### src/rtl/uart_wb_bridge_pkg.sv
// rtl/uart_wb_bridge_pkg.sv - protocol bytes and parser state for the UART-to-Wishbone bridge
package uart_wb_bridge_pkg;

  localparam logic [7:0] CMD_WRITE = 8'h57;
  localparam logic [7:0] CMD_READ  = 8'h52;
  localparam logic [7:0] RSP_OK    = 8'h4B;
  localparam logic [7:0] RSP_ERR   = 8'h45;

  typedef enum logic [2:0] {
    ST_IDLE,
    ST_ADDR,
    ST_DATA,
    ST_BUS,
    ST_RESP
  } state_e;

  // Busy covers the bus cycle and the reply; command collection is not busy.
  function automatic logic is_busy(input state_e st);
    return !(st inside {ST_IDLE, ST_ADDR, ST_DATA});
  endfunction

endpackage

### src/rtl/uart_wb_bridge_rx.sv
// rtl/uart_wb_bridge_rx.sv - 8N1 receiver: synchroniser, mid-bit sampling, LSB-first shifter
module uart_wb_bridge_rx #(
  parameter int unsigned BAUD_DIV = 104
) (
  input  logic       clk_i,
  input  logic       rst_ni,
  input  logic       rx_i,
  output logic [7:0] byte_o,
  output logic       valid_o,
  output logic       frame_err_o
);

  typedef enum logic [1:0] {RX_IDLE, RX_START, RX_DATA, RX_STOP} rx_state_e;

  localparam logic [15:0] HALF_LAST = 16'(BAUD_DIV / 2 - 1);
  localparam logic [15:0] FULL_LAST = 16'(BAUD_DIV - 1);

  logic [1:0]  sync_q, sync_d;
  logic        prev_q, prev_d;
  rx_state_e   st_q, st_d;
  logic [15:0] cnt_q, cnt_d;
  logic [2:0]  bit_q, bit_d;
  logic [7:0]  sh_q, sh_d;
  logic [7:0]  byte_q, byte_d;
  logic        valid_q, valid_d;
  logic        err_q, err_d;
  logic        rx_s;

  assign rx_s = sync_q[1];

  always_comb begin
    sync_d  = {sync_q[0], rx_i};
    prev_d  = rx_s;
    st_d    = st_q;
    cnt_d   = cnt_q + 16'd1;
    bit_d   = bit_q;
    sh_d    = sh_q;
    byte_d  = byte_q;
    valid_d = 1'b0;
    err_d   = 1'b0;
    case (st_q)
      RX_IDLE: begin
        cnt_d = '0;
        if (prev_q && !rx_s) st_d = RX_START;
      end
      RX_START: begin
        if (cnt_q == HALF_LAST) begin
          cnt_d = '0;
          bit_d = '0;
          // A start bit that has recovered by mid-bit was only a glitch.
          st_d  = rx_s ? RX_IDLE : RX_DATA;
        end
      end
      RX_DATA: begin
        if (cnt_q == FULL_LAST) begin
          cnt_d = '0;
          sh_d  = {rx_s, sh_q[7:1]};
          bit_d = bit_q + 3'd1;
          if (bit_q == 3'd7) st_d = RX_STOP;
        end
      end
      RX_STOP: begin
        if (cnt_q == FULL_LAST) begin
          st_d = RX_IDLE;
          if (rx_s) begin
            valid_d = 1'b1;
            byte_d  = sh_q;
          end else begin
            err_d = 1'b1;
          end
        end
      end
      default: st_d = RX_IDLE;
    endcase
  end

  always_ff @(posedge clk_i or negedge rst_ni) begin
    if (!rst_ni) begin
      sync_q  <= 2'b11;
      prev_q  <= 1'b1;
      st_q    <= RX_IDLE;
      cnt_q   <= '0;
      bit_q   <= '0;
      sh_q    <= '0;
      byte_q  <= '0;
      valid_q <= 1'b0;
      err_q   <= 1'b0;
    end else begin
      sync_q  <= sync_d;
      prev_q  <= prev_d;
      st_q    <= st_d;
      cnt_q   <= cnt_d;
      bit_q   <= bit_d;
      sh_q    <= sh_d;
      byte_q  <= byte_d;
      valid_q <= valid_d;
      err_q   <= err_d;
    end
  end

  assign byte_o      = byte_q;
  assign valid_o     = valid_q;
  assign frame_err_o = err_q;

endmodule

### src/rtl/uart_wb_bridge.sv
// rtl/uart_wb_bridge.sv - UART command parser, Wishbone initiator and reply transmitter
// Optional ack timeout with error reply: define UART_WB_BRIDGE_TIMEOUT_EN.
module uart_wb_bridge #(
  parameter int unsigned BAUD_DIV = 104
`ifdef UART_WB_BRIDGE_TIMEOUT_EN
  , parameter int unsigned TIMEOUT_CYCLES = 1024
`endif
) (
  input  logic        clk_i,
  input  logic        rst_ni,
  input  logic        uart_rx_i,
  output logic        uart_tx_o,
  output logic        wbm_cyc_o,
  output logic        wbm_stb_o,
  output logic        wbm_we_o,
  output logic [3:0]  wbm_sel_o,
  output logic [31:0] wbm_adr_o,
  output logic [31:0] wbm_dat_o,
  input  logic [31:0] wbm_dat_i,
  input  logic        wbm_ack_i,
  output logic        busy_o
);

  import uart_wb_bridge_pkg::*;

  localparam logic [15:0] FULL_LAST = 16'(BAUD_DIV - 1);

  logic [7:0] rx_byte;
  logic       rx_valid;
  logic       rx_err;

  uart_wb_bridge_rx #(.BAUD_DIV(BAUD_DIV)) u_rx (
    .clk_i       (clk_i),
    .rst_ni      (rst_ni),
    .rx_i        (uart_rx_i),
    .byte_o      (rx_byte),
    .valid_o     (rx_valid),
    .frame_err_o (rx_err)
  );

  state_e      state_q;
  logic        we_cmd_q;
  logic [1:0]  bcnt_q;
  logic [31:0] adr_q;
  logic [31:0] dat_q;
  logic        cyc_q;
  logic        stb_q;
  logic        we_q;
  logic [3:0]  sel_q;
  logic [31:0] rsp_sh_q;
  logic [2:0]  rsp_left_q;
`ifdef UART_WB_BRIDGE_TIMEOUT_EN
  localparam logic [31:0] TO_LAST = 32'(TIMEOUT_CYCLES - 1);
  logic [31:0] to_cnt_q;
`endif

  logic [9:0]  tx_frame_q, tx_frame_d;
  logic [15:0] tx_cnt_q, tx_cnt_d;
  logic [3:0]  tx_bit_q, tx_bit_d;
  logic        tx_busy_q, tx_busy_d;
  logic        tx_end;
  logic        tx_load;

  // The next reply byte is loaded as the previous stop bit ends, so bytes go out back to back.
  assign tx_end  = tx_busy_q && (tx_bit_q == 4'd9) && (tx_cnt_q == FULL_LAST);
  assign tx_load = (state_q == ST_RESP) && (rsp_left_q != 3'd0) && (!tx_busy_q || tx_end);

  always_comb begin
    tx_frame_d = tx_frame_q;
    tx_cnt_d   = tx_cnt_q;
    tx_bit_d   = tx_bit_q;
    tx_busy_d  = tx_busy_q;
    if (tx_load) begin
      tx_frame_d = {1'b1, rsp_sh_q[31:24], 1'b0};
      tx_cnt_d   = '0;
      tx_bit_d   = '0;
      tx_busy_d  = 1'b1;
    end else if (tx_busy_q) begin
      if (tx_cnt_q == FULL_LAST) begin
        tx_cnt_d   = '0;
        tx_bit_d   = tx_bit_q + 4'd1;
        tx_frame_d = {1'b1, tx_frame_q[9:1]};
        if (tx_bit_q == 4'd9) tx_busy_d = 1'b0;
      end else begin
        tx_cnt_d = tx_cnt_q + 16'd1;
      end
    end
  end

  always_ff @(posedge clk_i or negedge rst_ni) begin
    if (!rst_ni) begin
      tx_frame_q <= '1;
      tx_cnt_q   <= '0;
      tx_bit_q   <= '0;
      tx_busy_q  <= 1'b0;
    end else begin
      tx_frame_q <= tx_frame_d;
      tx_cnt_q   <= tx_cnt_d;
      tx_bit_q   <= tx_bit_d;
      tx_busy_q  <= tx_busy_d;
    end
  end

  always_ff @(posedge clk_i or negedge rst_ni) begin
    if (!rst_ni) begin
      state_q    <= ST_IDLE;
      we_cmd_q   <= 1'b0;
      bcnt_q     <= '0;
      adr_q      <= '0;
      dat_q      <= '0;
      cyc_q      <= 1'b0;
      stb_q      <= 1'b0;
      we_q       <= 1'b0;
      sel_q      <= '0;
      rsp_sh_q   <= '0;
      rsp_left_q <= '0;
`ifdef UART_WB_BRIDGE_TIMEOUT_EN
      to_cnt_q   <= '0;
`endif
    end else begin
      case (state_q)
        ST_IDLE: begin
          bcnt_q <= '0;
          if (rx_valid && (rx_byte == CMD_WRITE || rx_byte == CMD_READ)) begin
            we_cmd_q <= (rx_byte == CMD_WRITE);
            state_q  <= ST_ADDR;
          end
        end
        ST_ADDR: begin
          if (rx_err) begin
            state_q <= ST_IDLE;
          end else if (rx_valid) begin
            adr_q  <= {adr_q[23:0], rx_byte};
            bcnt_q <= bcnt_q + 2'd1;
            if (bcnt_q == 2'd3) begin
              if (we_cmd_q) begin
                state_q <= ST_DATA;
              end else begin
                state_q <= ST_BUS;
                cyc_q   <= 1'b1;
                stb_q   <= 1'b1;
                we_q    <= 1'b0;
                sel_q   <= 4'hF;
`ifdef UART_WB_BRIDGE_TIMEOUT_EN
                to_cnt_q <= '0;
`endif
              end
            end
          end
        end
        ST_DATA: begin
          if (rx_err) begin
            state_q <= ST_IDLE;
          end else if (rx_valid) begin
            dat_q  <= {dat_q[23:0], rx_byte};
            bcnt_q <= bcnt_q + 2'd1;
            if (bcnt_q == 2'd3) begin
              state_q <= ST_BUS;
              cyc_q   <= 1'b1;
              stb_q   <= 1'b1;
              we_q    <= 1'b1;
              sel_q   <= 4'hF;
`ifdef UART_WB_BRIDGE_TIMEOUT_EN
              to_cnt_q <= '0;
`endif
            end
          end
        end
        ST_BUS: begin
          if (wbm_ack_i) begin
            cyc_q      <= 1'b0;
            stb_q      <= 1'b0;
            we_q       <= 1'b0;
            sel_q      <= '0;
            state_q    <= ST_RESP;
            rsp_sh_q   <= we_q ? {RSP_OK, 24'h0} : wbm_dat_i;
            rsp_left_q <= we_q ? 3'd1 : 3'd4;
          end
`ifdef UART_WB_BRIDGE_TIMEOUT_EN
          else if (to_cnt_q == TO_LAST) begin
            cyc_q      <= 1'b0;
            stb_q      <= 1'b0;
            we_q       <= 1'b0;
            sel_q      <= '0;
            state_q    <= ST_RESP;
            rsp_sh_q   <= {RSP_ERR, 24'h0};
            rsp_left_q <= 3'd1;
          end else begin
            to_cnt_q <= to_cnt_q + 32'd1;
          end
`endif
        end
        ST_RESP: begin
          if (tx_load) begin
            rsp_sh_q   <= {rsp_sh_q[23:0], 8'h00};
            rsp_left_q <= rsp_left_q - 3'd1;
          end else if (tx_end) begin
            state_q <= ST_IDLE;
          end
        end
        default: state_q <= ST_IDLE;
      endcase
    end
  end

  assign uart_tx_o = tx_frame_q[0];
  assign wbm_cyc_o = cyc_q;
  assign wbm_stb_o = stb_q;
  assign wbm_we_o  = we_q;
  assign wbm_sel_o = sel_q;
  assign wbm_adr_o = adr_q;
  assign wbm_dat_o = dat_q;
  assign busy_o    = is_busy(state_q);

endmodule

### config.mk
export PLATFORM = sky130hd
export DESIGN_NAME = uart_wb_bridge
export DESIGN_NICKNAME = d
export VERILOG_FILES = /design/src/rtl/uart_wb_bridge_pkg.sv /design/src/rtl/uart_wb_bridge_rx.sv /design/src/rtl/uart_wb_bridge.sv
export SDC_FILE = /design/constraint.sdc
export NUM_CORES = 1
export LEC_CHECK = 0
export CAP_MARGIN = 20
export CORE_MARGIN = 5
export CORE_UTILIZATION = 50
export DETAILED_ROUTE_END_ITERATION = 16
export GPL_TIMING_DRIVEN = 1
export PLACE_DENSITY = 0.76
export REMOVE_ABC_BUFFERS = 1
export SYNTH_ARGS = -nofsm -noshare
export SYNTH_HDL_FRONTEND = slang
export SYNTH_SLANG_ARGS = --single-unit
### constraint.sdc
create_clock -name clk_i -period 1.9 [get_ports clk_i]
set_input_delay 0.38 -clock clk_i [delete_from_list [all_inputs] [get_ports clk_i]]
set_output_delay 0.38 -clock clk_i [all_outputs]
set_load 0.1 [all_outputs]
==> impl_metrics.toml <==
[worst_setup_path]
critical_path.cell_chain = "nor4_4, buf_4, and4_4, and3_4, buf_6, mux2_4"
startpoint_type = "flop"
worstSetupPathType = "flop to flop"
endpoint = "u_rx.byte_o[1]$_DFFE_PN0P_"
r2r_slack_ps = -80
path_buf_inv = 2
slowest_stage = "dfrtp_1"
required_ps = 2220
crit_arrival_ps = 2300
cp-startpoint = "u_rx.cnt_q[11]$_DFF_PN0_"
path_max_fanout = 5
reg2reg_to = "u_rx.byte_o[1]$_DFFE_PN0P_"
r2r_start = "u_rx.cnt_q[11]$_DFF_PN0_"
worst-path-stages = 6
worstRegToRegCells = 6
max_stage_delay_ps = 420
endpoint_kind = "flop"
critPathTopFamily = "simple AND/OR/NAND/NOR gates"

[grt]
grt_max_degree = 65
grt_pass1_wl_um = 31400
grt_overflow = 0
grt_pass1_vias = 6273
antenna_found_initial = 0
grt.total_usage = 0.210

[min_path]
min_path_type = "input port to flop"

[detailed_routing]
drc = 0
via_per_inst = 5.57
dr_total_vias = 5815
routed_wl_um = 19800
drt_first_pass_iters = 4
drtIter0Drc = 322
wl_per_cell_um = 19.0
ant_nets = 0

[job]
maxCapViolations = 0

[place]
gp_congestion = 0.853
hpwl_um = 13000
port_buffers = 108
place_area_sq_um = 10200

[die]
rows = 46
num_io_pins = 109
die_w_um = 138
die_area_sq_um = 19000
core_area_sq_um = 15900
start_util = 0.512
die_y_um = 138

[run_status]
status = "complete, but fails checks"
failed_checks = "negative setup slack"

[cts]
clock_sink_count = 179
cts_max_level = 4
clk_pin_slew_ps = 70
numCtsBuffers = 17
worstSkewPairLatency_ps = 440
cts_tree = "built"
clk_path_buf_depth = 2
cts_root_buf = "clkbuf_16"

[logic_synthesis]
ys.flop_type = "dfrtp_1"
yosysMostFrequentCell = "dfrtp_1"
synth_top_cell_area_share = 0.512
yosysTopAreaCell = "dfrtp_1"
synth_area_sq_um = 8170
synthCells = 643
ys_ff_latch = 179
synth_warnings = 0
synth_area_per_cell_sq_um = 12.7
ys_seq_area_frac = 0.550
synthArstFlopShare = 1.00
synth_edf_count = 0
synth.top_cells.by_count = "dfrtp_1 (167), mux2_2 (85), nor2_1 (42)"
ys_types = 60
netlist_top_cells_area = "dfrtp_1 (51%), mux2_2 (12%), dfstp_2 (3.9%)"

[sta]
hold_viol_final = 0
fin_ws_ps = -79.9
slew-limit-headroom = 0.587
period_share = 1.04
clock_skew_ps = 10.5
hold-worst-slack_ps = 343
setup_viol = 11
min_period_ps = 1980
fmax_ghz = 0.505
maxSlewViolCount = 0
worst_pin_slew_ps = 620
rsz0062_at_grt = "yes"

[power]
ir_worst_vdd_v = 0.000766
p_per_area_nw_per_um2 = 755
p_total_w = 0.00844
p_leak_nw = 5.43

[layout]
syn_to_final_growth_pct = 36.9
nets = 864
drive_above_1_share = 0.417
antennaDiodeCount = 0
design_area_sq_um = 11200
==> how the worst min path moves through the flow <==
| stage | startpoint | to | slack (ps) | cells past startpoint |
|---|---|---|---|---|
| floorplan | rst_ni | asynchronous set/reset pin | 80 | 0 |
| global placement | rst_ni | tx_cnt_q[1]$_DFFE_PN0P_ | 300 | 1 |
| detailed placement | rst_ni | tx_cnt_q[1]$_DFFE_PN0P_ | 300 | 1 |
| CTS | uart_rx_i | u_rx.sync_q[0]$_DFF_PN1_ | 340 | 1 |
| global route | uart_rx_i | u_rx.sync_q[0]$_DFF_PN1_ | 330 | 1 |
| finish | uart_rx_i | u_rx.sync_q[0]$_DFF_PN1_ | 340 | 1 |
==> where the power goes <==
part	internal, W	total (W)	switching (W)
clock network	0.00191	0.00356	0.00165
registers	0.00388	0.00394	0.0000678
logic	0.000461	0.000932	0.000471
total	0.00625	0.00844	0.00219
==> per-stage QoR <==
step	utilization	std cells	worst slack, ps	TNS, ps
6_report	0.701	1044	-79.9	-624
3_3_place_gp	0.639	998	-51.0	-458
4_1_cts	0.688	1039	-77.7	-393
3_5_place_dp	0.639	998	-130	-1560
2_1_floorplan	-	608	-2780	-116070
5_1_grt	0.701	1044	-130	-2980
==> flip-flops by register name, summed over array words and instances (netlist names), 4 cells and up, named ones only <==
name         cells
u_rx.sh_q        8
u_rx.cnt_q      16
tx_bit_q         4
wbm_adr_o       32
wbm_dat_o       32
tx_frame_q       9
u_rx.byte_o      8
tx_cnt_q        16
rsp_sh_q        32
==> layout make-up <==
class,instances,area (sq um)
repair buffers,187,2080
well taps,216,270
clock buffers,18,439
flip-flops and latches,179,4500
fillers,1059,4760
multi-input cells,409,3650
inverters,21,78.8
clock inverters,14,166
==> cells in the final DEF, fill, tap and decap left out, types with 11 or more instances in the layout <==
cell type and instances:
nand2_1 24, clkdlybuf4s50_1 34, nand3_1 12, nand4_1 11
nor2_1 40, buf_12 44, a21o_1 11, clkbuf_16 17
nor2b_1 11, a22o_1 20, xnor2_1 11, mux2_4 27
buf_4 98, o21ai_0 17, dfstp_2 12, mux2_2 75
inv_1 19, dfrtp_1 165
==> timing repair <==
action	4_1_cts	5_1_grt
gates resized for setup	21	42
setup endpoints to repair	45	86
gates cloned	1	1
buffers inserted	7	5
hold buffers	1	0
hold endpoints to repair	26	0
pin swaps	5	18
==> metal layers <==
layer	global-route usage	vias up	share of wire
met3	0.0486	36	0.048
met5	0	-	0
met2	0.371	161	0.54
li1	-	2658	-
met1	0.247	2960	0.39
met4	0.0834	0	0.021
==> cells by family (layout without fill, tap and decap cells) <==
kind of cell | count (synthesis) | in the layout | share of synthesized area
xor+xnor | 22 | 22 | 0.0236
fa+ha+maj | 15 | 15 | 0.0224
simple gates | 164 | 164 | 0.119
compound gates | 93 | 94 | 0.0872
flops | 179 | 179 | 0.550
mux | 114 | 114 | 0.163
buf+inv | 56 | 240 | 0.0346
No activity file was read; power rests on OpenSTA's default activity.
